--- src/rtl/aes_pkg.sv ---
// rtl/aes_pkg.sv - shared AES constants, key-length helper and loader state encoding
package aes_pkg;

  localparam logic [1:0] AES_MODE_128  = 2'd0;
  localparam logic [1:0] AES_MODE_192  = 2'd1;
  localparam logic [1:0] AES_MODE_256  = 2'd2;
  localparam logic [1:0] AES_MODE_RSVD = 2'd3;

  localparam int AES_DATA_BYTES    = 16;
  localparam int AES_MAX_KEY_BYTES = 32;

  typedef enum logic [2:0] {
    ST_IDLE     = 3'd0,
    ST_RX_DATA  = 3'd1,
    ST_RX_KEY   = 3'd2,
    ST_START    = 3'd3,
    ST_WAIT_ENG = 3'd4
  } loader_state_t;

  // Key length in bytes for a key-size mode; the reserved code never starts a load.
  function automatic logic [5:0] key_bytes(input logic [1:0] mode);
    case (mode)
      AES_MODE_128: key_bytes = 6'd16;
      AES_MODE_192: key_bytes = 6'd24;
      default:      key_bytes = 6'd32;
    endcase
  endfunction

endpackage

--- src/rtl/aes_block_loader.sv ---
// rtl/aes_block_loader.sv - byte-stream loader for one AES plaintext block and key
module aes_block_loader
  import aes_pkg::*;
#(
  parameter int DATA_BYTES    = AES_DATA_BYTES,
  parameter int MAX_KEY_BYTES = AES_MAX_KEY_BYTES
) (
  input  logic                         CLK,
  input  logic                         reset,
  input  logic [1:0]                   mode,
  input  logic                         in_valid,
  input  logic [7:0]                   in_byte,
  output logic                         in_ready,
  input  logic                         abort,
  input  logic                         engine_done,
  output logic [0:8*DATA_BYTES-1]      data_out,
  output logic [0:8*MAX_KEY_BYTES-1]   key_out,
  output logic [1:0]                   key_mode,
  output logic                         start,
  output logic                         busy,
  output logic                         done,
  output logic                         err
);

  localparam int DW  = 8 * DATA_BYTES;
  localparam int KW  = 8 * MAX_KEY_BYTES;
  localparam int DIW = $clog2(DW);
  localparam int KIW = $clog2(KW);
  localparam logic [4:0] DATA_LAST = 5'(DATA_BYTES - 1);

  loader_state_t    r_state;
  loader_state_t    w_next;
  logic [4:0]       r_byte_cnt;
  logic [1:0]       r_key_mode;
  logic [0:DW-1]    r_data;
  logic [0:KW-1]    r_key;
  logic             r_busy;
  logic             r_done;
  logic             r_err;
  logic             w_in_ready;
  logic             w_start;
  logic             w_accept;
  logic [4:0]       w_key_last;
  logic [DIW-1:0]   w_data_idx;
  logic [KIW-1:0]   w_key_idx;

  assign w_accept   = in_valid && w_in_ready;
  assign w_key_last = 5'(key_bytes(r_key_mode) - 6'd1);
  assign w_data_idx = DIW'({r_byte_cnt, 3'b000});
  assign w_key_idx  = KIW'({r_byte_cnt, 3'b000});

  // State register.
  always_ff @(posedge CLK) begin
    if (reset) r_state <= ST_IDLE;
    else       r_state <= w_next;
  end

  // Next-state decode plus the combinational handshake and start pulse.
  always_comb begin
    w_next     = r_state;
    w_in_ready = 1'b0;
    w_start    = 1'b0;
    case (r_state)
      ST_IDLE: begin
        w_in_ready = (mode != AES_MODE_RSVD);
        if (in_valid && w_in_ready) w_next = ST_RX_DATA;
      end
      ST_RX_DATA: begin
        w_in_ready = 1'b1;
        if (in_valid && r_byte_cnt == DATA_LAST) w_next = ST_RX_KEY;
      end
      ST_RX_KEY: begin
        w_in_ready = 1'b1;
        if (in_valid && r_byte_cnt == w_key_last) w_next = ST_START;
      end
      ST_START: begin
        w_start = 1'b1;
        w_next  = ST_WAIT_ENG;
      end
      ST_WAIT_ENG: begin
        if (engine_done) w_next = ST_IDLE;
      end
      default: w_next = ST_IDLE;
    endcase
    if (abort) begin
      w_next  = ST_IDLE;
      w_start = 1'b0;
    end
  end

  // Byte steering, counters and status flags; abort keeps the stale block contents.
  always_ff @(posedge CLK) begin
    if (reset) begin
      r_byte_cnt <= '0;
      r_key_mode <= '0;
      r_data     <= '0;
      r_key      <= '0;
      r_busy     <= 1'b0;
      r_done     <= 1'b0;
      r_err      <= 1'b0;
    end else if (abort) begin
      r_byte_cnt <= '0;
      r_busy     <= 1'b0;
      r_done     <= 1'b0;
      r_err      <= 1'b0;
    end else begin
      r_done <= 1'b0;
      case (r_state)
        ST_IDLE: begin
          if (in_valid && mode == AES_MODE_RSVD) begin
            r_err <= 1'b1;
          end else if (w_accept) begin
            r_key_mode  <= mode;
            r_data[0:7] <= in_byte;
            r_byte_cnt  <= 5'd1;
            r_busy      <= 1'b1;
          end
        end
        ST_RX_DATA: begin
          if (w_accept) begin
            r_data[w_data_idx +: 8] <= in_byte;
            if (r_byte_cnt == DATA_LAST) begin
              r_byte_cnt <= '0;
              r_key      <= '0;
            end else begin
              r_byte_cnt <= r_byte_cnt + 5'd1;
            end
          end
        end
        ST_RX_KEY: begin
          if (w_accept) begin
            r_key[w_key_idx +: 8] <= in_byte;
            if (r_byte_cnt == w_key_last) r_byte_cnt <= '0;
            else                          r_byte_cnt <= r_byte_cnt + 5'd1;
          end
        end
        ST_WAIT_ENG: begin
          if (engine_done) begin
            r_done <= 1'b1;
            r_busy <= 1'b0;
          end
        end
        default: ;
      endcase
    end
  end

  assign in_ready = w_in_ready;
  assign start    = w_start;
  assign data_out = r_data;
  assign key_out  = r_key;
  assign key_mode = r_key_mode;
  assign busy     = r_busy;
  assign done     = r_done;
  assign err      = r_err;

endmodule
--- config.mk ---
export PLATFORM = sky130hd
export DESIGN_NAME = aes_block_loader
export DESIGN_NICKNAME = d
export VERILOG_FILES = /design/src/rtl/aes_pkg.sv /design/src/rtl/aes_block_loader.sv
export SDC_FILE = /design/constraint.sdc
export NUM_CORES = 1
export LEC_CHECK = 0
export CAP_MARGIN = 10
export CORE_UTILIZATION = 25
export DETAILED_ROUTE_END_ITERATION = 8
export GPL_TIMING_DRIVEN = 0
export PLACE_DENSITY = 0.48
export SETUP_SLACK_MARGIN = 0.4
export SLEW_MARGIN = 20
export SYNTH_ARGS = -nofsm -noshare
export SYNTH_HDL_FRONTEND = slang
export SYNTH_SLANG_ARGS = --single-unit
--- constraint.sdc ---
create_clock -name CLK -period 6.5 [get_ports CLK]
set_clock_uncertainty 0.05 [all_clocks]
set_input_delay 1.3 -clock CLK [delete_from_list [all_inputs] [get_ports CLK]]
set_output_delay 1.3 -clock CLK [all_outputs]
set_load 0.02 [all_outputs]
-- Yosys cells after proc, flatten, opt, wreduce, memory -nomap -nowiden
Cells that the tools add are included.
- register bits after elaboration: 397
- bits in latches: 0
- memory bits (writable): 0
- memory bits (read-only): 0
- bits of input ports: 15
- output and inout port bits: 391
- word-level logic and storage cells: 93
- memories kept: 0
- add/subtract/negate cells: 4
- multiply operators: 0
- divide/modulo/power cells: 0
- order comparisons: 0
- equal/unequal tests: 18
- shift-type cells: 4
- multiplexer cells: 31
- bitwise logic cells: 5
- reduce and logical (&&, ||, !) cells: 22
- operators with widths (operator ; count):
    2-to-1 mux 256 bit ; 3
    case mux 256 bit (2 select lines) ; 1
    variable shift 257 x 10 -> 256 bit (first input constant) ; 1
    indexed part select 257 x 10 -> 256 bit ; 1
    bitwise mux 256 bit ; 1
    variable shift 129 x 9 -> 128 bit (first input constant) ; 1
    indexed part select 129 x 9 -> 128 bit ; 1
    bitwise mux 128 bit ; 1
    2-to-1 mux 128 bit ; 1
    2-to-1 mux 5 bit ; 6
    != test 2 bit (second input constant) ; 10
    2-to-1 mux 8 bit ; 2
    case mux 8 bit (2 select lines) ; 1
    case mux 3 bit (5 select lines) ; 1
    case mux 5 bit (3 select lines) ; 1
    AND reduction 5 bit ; 3
    2-to-1 mux 3 bit ; 4
    AND reduction 4 bit ; 3
    negation 9 -> 10 bit ; 1
    case mux 5 bit (2 select lines) ; 1
    negation 8 -> 9 bit ; 1
    inverter 8 -> 9 bit ; 1
    inverter 7 -> 8 bit ; 1
    equality test 3 x 2 -> 1 bit (second input constant) ; 2
    other kinds (20) ; 35

-- Logic depth before layout (Yosys ltp)
- depth in word-level cells: 7
- depth in mapped cells: 12
- mapped depth without buffers: 9

-- Worst setup path after synthesis
No wires, ideal clock.
- path type: input-to-output
- from: input port mode[0]
- to: output port in_ready
- data arrival time: 2.018 ns
- data required time: 5.150 ns
- path slack: 3.132 ns
- cell stages on the path: 2
- path buffers: 0
- path through: nor4bb_1 a211oi_1
- longest elaborated chain between the ends: 2
- ends and longest elaborated chain (item ; RTL line ; RTL):
    start: declaration ; aes_block_loader.sv:10 ; input logic [1:0] mode,
    != test 2 bit ; aes_block_loader.sv:65 ; w_in_ready = (mode != AES_MODE_RSVD);
    case mux 1 bit (2 select lines) ; aes_block_loader.sv:63 ; case (r_state)
    end: declaration ; aes_block_loader.sv:13 ; output logic in_ready,
No other way between the ends.

-- Worst setup path in the final report
Ends and elaborated chain as after synthesis.

==> results_dict.tcl <==
set metrics [dict create \
    dieArea_um2 60400 \
    cts_tree "done" \
    multi_input_area_um2 6420 \
    die_y_um 246 \
    regArea_um2 7950 \
    core-area_um2 58900 \
    yosys_warnings 0 \
    power.density_nw_per_um2 251 \
    cp_data_arrival_time_ps 3110 \
    cp-startpoint "mode[0]" \
    synth_compound_area_share_pct 18.6 \
    die_w_um 246 \
    detail_route.vias_per_cell 4.89 \
    cts-resized-gates 0 \
    grt_setup_unrepaired "false" \
    syn-num-nets 1685 \
    routed_wl_um 68600 \
    path_clk_slew_ps 60 \
    synth_top_family_by_area "simple AND/OR/NAND/NOR gates" \
    slowest_stage "clkdlybuf4s50_1" \
    max_freq_mhz 224 \
    grt_pass1_vias 13900 \
    clock-sinks 397 \
    finalSetupViolations 0 \
    post-cts-setup-buffers 0 \
    post-route-period-util_pct 68.7 \
    final_util_pct 36.5 \
    crit_chain "clkdlybuf4s50_1 > nor4bb_1 > a211oi_1 > clkdlybuf4s50_1" \
    synth.distinct_cells 64 \
    synth-simple-area-share_pct 21.2 \
    end_kind "output pin" \
    cts_hold_buf 0 \
    io_pins 406 \
    outcome "finished, final reports clean" \
    path_class "in -> out" \
    critPathBufInv 2 \
    ant_nets 0 \
    netlist_instances 1662 \
    drtIter0Drc 905 \
    cpMostUsedCell "clkdlybuf4s50_1" \
    fin_nets 2138 \
    crit_family "buffers and inverters" \
    grt_remaining_overflow 0 \
    synth_mux_area_share_pct 2.69 \
    htreeDepth 2 \
    wl_per_cell_um 23.5 \
    cts_made_buffers 46 \
    slowest_delay_ps 610 \
    peakVddDrop_mv 0.202 \
    required_ps 5150 \
    tns_ps 0 \
    num-fill-cells 5972 \
    synth_edf_count 0 \
    ys_seq_area_share_pct 53.5 \
    vias 14300 \
    min_from "data_out[38]$_SDFFE_PP0P_" \
    grtUsageTotal_pct 21.9 \
    antenna_found_initial 3 \
    synth_fa_ha_area_share_pct 0.673 \
    place_congestion 0.872 \
    r2r_start "r_byte_cnt[2]$_SDFFE_PP0P_" \
    synth.cell_area_um2 14900 \
    insertion_delay_ps 590 \
    cts.root.buffer_cell "clkbuf_16" \
    critPathMaxFanout 4 \
    p_leak_nw 7.55 \
    drive_above_1_share_pct 6.79 \
    cts_max_path_buffers 3 \
    drt-pass1-iter-count 5 \
    dp_hpwl_um 51300 \
    ys.flop_type "dfxtp_1" \
    drcViolationCount 0 \
    synthXorXnorAreaFrac_pct 0 \
    grt_max_degree 14 \
    areaGrowthSynthToFinish_pct 44.8 \
    postSynthAreaPerCell_um2 8.94 \
    maxSlewHeadroom_pct 29.0 \
    cap_violations 0 \
    grt_pass1_wl_um 96700 \
    num_rows 89 \
    tightest_slew_ps 1070 \
    ys_ff_latch 397 \
    async_flop_share_pct 0 \
    portBuffers 405 \
    fin_crit_ps 4460 \
    start_kind "input pin" \
    finalMaxSlewViolations 0 \
    hold_violations 0 \
    hold_path_class "reg -> reg" \
    floorplan.initialDensity_pct 25.2 \
]
-- layout make-up --
| class | instances | area share, % |
|---|---|---|
| Buffer | 108 | 2.17 |
| Timing Repair Buffer | 405 | 18.8 |
| Sequential cell | 397 | 36.9 |
| Clock buffer | 66 | 6.31 |
| Inverter | 9 | 0.157 |
| Antenna cell | 2 | 0.0232 |
| Multi-Input combinational cell | 1148 | 29.8 |
| Clock inverter | 16 | 1.27 |
| Tap cell | 773 | 4.49 |
-- kinds of logic (layout without fill, tap and decap cells) --
kind of cell	Yosys count	count (layout)
compound gates	404	404
fa+ha+maj	8	8
buf+inv	117	604
flops	397	397
mux	40	40
other cells	0	2
simple gates	696	696
-- cells in the mapped netlist (all sizes together), types with 8 or more instances --
master | instances | area share [%]
nor2 | 449 | 11
dfxtp | 397 | 53
a22oi | 257 | 13
a21oi | 88 | 3.0
nand2 | 84 | 2.1
clkbuf | 67 | 1.7
nand3 | 43 | 1.8
buf | 41 | 1.4
mux2i | 40 | 2.7
o21ai | 33 | 1.1
and2 | 30 | 1.3
nor2b | 23 | 0.97
and3 | 15 | 0.63
or2 | 10 | 0.42
inv | 9 | 0.23
nand2b | 9 | 0.38
a22o | 8 | 0.47
ha | 8 | 0.67
nor3 | 8 | 0.67
-- cells in the final DEF, fill, tap and decap left out, types with 3 or more instances in the layout --
master           count
mux2i_1             40
dfxtp_1            397
clkinvlp_4           3
a22oi_1            257
bufinv_16            7
a21oi_1             88
nand2_1             83
clkbuf_16           47
and3b_1              3
clkinv_2             3
buf_1                7
nor2_1             445
inv_6                3
o21ai_1             24
buf_2               30
nor2b_1             23
clkdlybuf4s50_1    405
ha_1                 8
nand2b_1             9
clkbuf_1            73
nand3_1             36
nor3_2               4
nor2_2               4
o21ai_0              8
and3_1              15
and2_0               8
clkbuf_8            11
nor3_4               4
nand3_2              5
or2_2                7
and2_1              22
a22o_1               8
nand4_1              6
inv_1                9
-- state kept, by name, indices dropped and copies added (netlist names) --
| register | cells |
|---|---|
| busy | 1 |
| key_out | 256 |
| r_byte_cnt | 5 |
| data_out | 128 |
| done | 1 |
| r_state | 3 |
| err | 1 |
| key_mode | 2 |
-- power breakdown --
part / total [W] / internal [W] / switching, W
clock network: 0.00282 / 0.00173 / 0.00109
logic: 0.000155 / 0.0000331 / 0.000121
registers: 0.00244 / 0.00244 / 0.00000335
total: 0.00541 / 0.00420 / 0.00121
-- metrics by stage --
step / total power [W] / cell area, um2 / std cells / hold slack (ps) / setup slack [ps]
after floorplan: 0.00256 / 14900 / 1662 / 480 / 3130
final: 0.00541 / 21500 / 2924 / 406 / 2040
after global placement: 0.00265 / 19900 / 2840 / 397 / 1990
after global routing: 0.00559 / 21500 / 2922 / 427 / 1990
after CTS: 0.00547 / 21500 / 2922 / 406 / 2050
after detailed placement: 0.00265 / 19900 / 2840 / 398 / 2050
-- worst reg2reg max path: cells and delay by family (launching register included) --
family                     cells  cell delay [ps]
AOI/OAI and AO/OA              3             1070
buffers and inverters          4              940
and+or+nand+nor                4              610
DFF                            1              380
adders and majority gates      1              220
-- worst paths after layout --
| path | depth (start not counted) | slack, ps | end |
|---|---|---|---|
| hold / removal | 2 | 410 | data_out[38]$_SDFFE_PP0P_ |
| setup reg to reg | 12 | 3070 | key_out[10]$_SDFFE_PP0P_ |
| setup / recovery | 4 | 2040 | in_ready |
| hold reg to reg | 2 | 410 | data_out[38]$_SDFFE_PP0P_ |
-- metal layers --
metal  vias up  GRT usage (%)  wire, um
met4         2           7.75      2180
met3       112           5.07      4540
met5         -              0        17
met1      6996           26.6     28400
li1       6733              -         -
met2       466           37.7     33400
(Power assumes the default switching activity.)
==> RTL edit 1: new RTL, config.mk and constraints unchanged <==
Add an input register stage for `mode`, with the module's reset; this delays it by one clock. The other inputs are not delayed to match.
--- a/src/rtl/aes_block_loader.sv
+++ b/src/rtl/aes_block_loader.sv
@@ -27,6 +27,16 @@
   localparam int DIW = $clog2(DW);
   localparam int KIW = $clog2(KW);
   localparam logic [4:0] DATA_LAST = 5'(DATA_BYTES - 1);
+
+  logic [1:0] mode_q;
+
+  always_ff @(posedge CLK) begin
+    if (reset) begin
+      mode_q <= '0;
+    end else begin
+      mode_q <= mode;
+    end
+  end
 
   loader_state_t    r_state;
   loader_state_t    w_next;
@@ -62,7 +72,7 @@
     w_start    = 1'b0;
     case (r_state)
       ST_IDLE: begin
-        w_in_ready = (mode != AES_MODE_RSVD);
+        w_in_ready = (mode_q != AES_MODE_RSVD);
         if (in_valid && w_in_ready) w_next = ST_RX_DATA;
       end
       ST_RX_DATA: begin
@@ -107,10 +117,10 @@
       r_done <= 1'b0;
       case (r_state)
         ST_IDLE: begin
-          if (in_valid && mode == AES_MODE_RSVD) begin
+          if (in_valid && mode_q == AES_MODE_RSVD) begin
             r_err <= 1'b1;
           end else if (w_accept) begin
-            r_key_mode  <= mode;
+            r_key_mode  <= mode_q;
             r_data[0:7] <= in_byte;
             r_byte_cnt  <= 5'd1;
             r_busy      <= 1'b1;
Function: not settled (the Yosys comparison gave no result); the edit may change what the design does.
==> RTL edit 1 against the unedited design <==
Worst setup slack improved by 0.26 ns. Cell area up 4.1%. Sequential cell count up 2. Wire length is 2.7% higher. Area after synthesis rose by 6.1%. Total power down 2.9%. Critical path depth fell by 1.
==> RTL edit 1: results (changes against the unedited design) <==
grt met2 use=35.86% (-1.8 points); final net count=2113 (-1.2%); Netlist cell types=59 (-7.8%); Global Route Usage Sum=21.54% (-0.41 points); register area share after synthesis=50.66% (-2.8 points); Commonest cells post-synth=dfxtp_1 (399), nor2_1 (384), a22oi_1 (224); post-place setup slack=2.172 ns (+0.1214 ns); met1 usage=26.58% (-0.043 points); syn nets=1661 (-1.4%); Top FF cell, synth=dfxtp_1; measured slew at the worst slew-check pin=1.024 ns (-0.04186 ns); top cell type's share of synthesized area=50.66% (-2.8 points); share of post-route cells with drive strength above 1=6.629% (-0.16 points); outcome=finished, final reports clean; CP max stage delay=0.74 ns (+0.13 ns); I/O Buffers=403 (-0.49%); M1 WL=29730 um (+4.6%); first-pass GRT wire length=100600 um (+4.0%); leakage power figure=8.112 nW (+7.5%); met3 GRT Util=5.644% (+0.57 points); crit path max fanout=8 (+4); largest net degree at the start of global routing=13 (-1); CP arrival=2.86 ns (-0.25 ns); DP Wirelength=52110 um (+1.6%); Vias/cell=4.933 (+0.80%); initial antenna violation count=4 (+1); Peak VDD IR=0.1738 mV (-14%); WL met2=33440 um (about the same); total wire length=70470 um (+2.7%); Top Metal Used=met4; top cells by area, synth=dfxtp_1 (51%), a22oi_1 (11%), nor2_1 (9.1%); Iteration-0 DRC Markers=1055 (+17%); vias in the first global route=14430 (+4.1%); Placer Congestion=0.8109 (-7.0%)
RTL edit 1: area by class of cell:
class,count,area (sq um)
clock inverters,18,180.2
well taps,837,1047
diodes,1,2.502
inverters,9,33.78
fillers,6275,39650
flip-flops and latches,399,7988
clock buffers,67,1351
plain buffers,169,685.7
multi-input cells,1061,7077
repair buffers,404,4041
RTL edit 1: cell families (layout without fill, tap and decap cells):
kind of cell               after synthesis  count (layout)  synth area share [%]
and+or+nand+nor                        610             610                 20.07
DFF                                    399             399                 50.66
AOI/OAI and AO/OA                      331             331                 16.97
buffers and inverters                  178             667                 4.547
muxes                                  112             112                 7.111
adders and majority gates                8               8                0.6349
other                                    0               1                     0
RTL edit 1: where the power goes:
group	switching, W	internal (W)	total, W
clock	0.00107	0.00156	0.00263
sequential	0.00000357	0.00245	0.00245
combinational	0.000135	0.0000394	0.000174
RTL edit 1: path summary, 6_finish.rpt:
| kind | from | end | slack (ns) | cells past startpoint |
|---|---|---|---|---|
| setup / recovery | abort | start | 2.29 | 3 |
| hold / removal | data_out[68] | data_out[68] | 0.41 | 2 |
| setup reg to reg | r_byte_cnt[3] | key_out[77] | 2.88 | 11 |
| hold reg to reg | data_out[68] | data_out[68] | 0.41 | 2 |
RTL edit 1: through the flow:
stage | total power, W | utilization, % | instance area, sq um | instances | hold WS (ns)
6_report | 0.005258 | 36.11 | 22410 | 2965 | 0.4061
5_1_grt | 0.005429 | 36.11 | 22410 | 2965 | 0.4220
4_1_cts | 0.005318 | 36.09 | 22400 | 2964 | 0.4058
3_5_place_dp | 0.002683 | 33.62 | 20860 | 2879 | 0.3963
3_3_place_gp | 0.002682 | 33.60 | 20850 | 2878 | 0.3964
2_1_floorplan | 0.002594 | - | 15770 | 1638 | 0.4804
==> RTL edit 2: new RTL, same flow settings <==
Made on the original files. The package constant `AES_DATA_BYTES` goes from 16 to 8.
--- a/src/rtl/aes_pkg.sv
+++ b/src/rtl/aes_pkg.sv
@@ -6,7 +6,7 @@
   localparam logic [1:0] AES_MODE_256  = 2'd2;
   localparam logic [1:0] AES_MODE_RSVD = 2'd3;
 
-  localparam int AES_DATA_BYTES    = 16;
+  localparam int AES_DATA_BYTES    = 8;
   localparam int AES_MAX_KEY_BYTES = 32;
 
   typedef enum logic [2:0] {
Ports: changed (resized data_out); port bits go from 406 to 342. No check against the original RTL was run, so the function may have changed too.
==> RTL edit 2 against the unedited design <==
Total power shrank 20%. Sequential share of layout area up 2.2 points. Wire length decreased by 31%. Cell area shrank 21%. Sequential power fell by 16%. Critical path type unchanged. Worst setup slack better by 0.43 ns. Sequential cell count shrank 64. Area after synthesis decreased by 21%. Maximum frequency increased by 11%. Largest cell class unchanged.
==> RTL edit 2: results (changes against the unedited design) <==
Antenna Cells=0 (-2); largest net degree at the start of global routing=13 (-1); Synth Area in Compound Gates=25.31% (+6.7 points); DP Wirelength=33430 um (-35%); RR Startpoint=r_byte_cnt[2]; Worst Setup EP=in_ready; measured slew at the worst slew-check pin=1.004 ns (-0.06199 ns); commonest non-fill, non-tap cell in the layout=clkdlybuf4s50_1; Post-DP Area=15830 sq um (-20%); Adder-Cell Fraction of Synth Area=0.6422% (-0.031 points); Iteration-0 DRC Markers=718 (-21%); final net count=1547 (-28%); Post-Synth XOR/XNOR Area=0% (unchanged); grt met2 use=30.89% (-6.8 points); RR Endpoint=key_out[73]; R2R setup slack=3.68 ns (+0.61 ns); Placer Congestion=0.7863 (-9.8%); CTS H-tree depth=2 (unchanged); PostCTS Resize Cnt=0 (unchanged); Global Route Usage Sum=19.33% (-2.6 points); Clock Latency Late Sink=0.55 ns (-0.04 ns); cell family with most CP delay=buffers and inverters; CP arrival=2.68 ns (-0.43 ns); met1 usage=24.75% (-1.9 points); leakage power figure=5.736 nW (-24%); Peak VDD IR=0.1928 mV (-4.6%); syn nets=1167 (-31%); R2R depth=4 (-8); final slew viol count=0 (unchanged); total wire length=47130 um (-31%); Netlist cell types=44 (-31%); met3 GRT Util=5.873% (+0.80 points); I/O Buffers=339 (-16%); Setup Fix Bufs, Post-CTS=0 (unchanged); initial antenna violation count=0 (-3); share of post-route cells with drive strength above 1=6.959% (+0.16 points); vias in the first global route=10280 (-26%); crit path max fanout=5 (+1); first-pass GRT wire length=68790 um (-29%); CTS buffer count=39 (-15%); Net Sw Frac=23.44% (+1.0 points); Vias/cell=4.889 (about the same); Commonest cells post-synth=dfxtp_1 (333), o2bb2ai_1 (159), nor2_1 (136); CP max stage delay=0.64 ns (+0.03 ns); YS warnings=0 (unchanged); critical path startpoint=mode[0]; max FFs per register=256 (unchanged); number of synthesized flops with an enable pin=0 (unchanged); register area share after synthesis=57.03% (+3.6 points); outcome=finished, final reports clean; top cells by area, synth=dfxtp_1 (57%), o2bb2ai_1 (12%), a22o_1 (4.8%); post-synthesis mux area share=0% (-2.7 points)
==> RTL edit 2: cell count changes after synthesis, moves of 25 or more <==
cell,delta
nor2_1,-309
a22oi_1,-256
o2bb2ai_1,+159
dfxtp_1,-64
a22o_1,+56
clkbuf_1,-41
mux2i_1,-40
a32o_1,+32
nand3_1,+25
==> RTL edit 2: per-stage QoR <==
step / std cells / setup WS [ns]
floorplan: 1146 / 3.444
global placement: 2085 / 2.343
detailed placement: 2085 / 2.330
CTS: 2152 / 2.408
global route: 2152 / 2.370
finish: 2152 / 2.469
==> RTL edit 2: worst register-to-register path: stages, from the launching register on <==
cell       delay (ns)
dfxtp_1          0.36
nor2b_1          0.76
nor2b_1          0.89
nand2_1          0.45
o2bb2ai_1        0.25
==> RTL edit 2: cell type report <==
class / count / area, sq um
Fill cell: 4565 / 28720
Sequential cell: 333 / 6666
Multi-Input combinational cell: 731 / 4658
Timing Repair Buffer: 339 / 3393
Clock buffer: 54 / 1102
Tap cell: 600 / 750.7
Buffer: 76 / 342.8
Clock inverter: 13 / 118.9
Inverter: 6 / 22.52
==> RTL edit 2: layer usage <==
metal / wire length, um / up-vias
met1: 20520 / 5076
met4: 1091 / 0
li1: - / 5023
met5: 0 / -
met3: 3613 / 62
met2: 21900 / 361
==> RTL edit 2: worst min-delay path by stage <==
stage	cells after the start	end	slack [ns]	start
after global routing	1	key_out[240]	0.42	key_out[240]
after floorplan	2	r_byte_cnt[1]	0.45	r_byte_cnt[1]
final	2	data_out[57]	0.40	data_out[57]
after detailed placement	1	key_out[232]	0.40	key_out[232]
after CTS	2	data_out[59]	0.40	data_out[59]
after global placement	2	data_out[31]	0.39	data_out[31]
==> RTL edit 2: cells by family after synthesis <==
kind of cell / count (synthesis)
simple gates: 347
flops: 333
fa+ha+maj: 6
buf+inv: 82
compound gates: 378
==> RTL edit 2: power groups by stage <==
stage,Sequential [W],Combinational [W],Clock [W]
2_1_floorplan,0.00210,0.0000848,0
3_3_place_gp,0.00209,0.000169,0
3_5_place_dp,0.00209,0.000169,0
4_1_cts,0.00205,0.000169,0.00217
5_1_grt,0.00205,0.000181,0.00225
6_report,0.00205,0.000168,0.00211
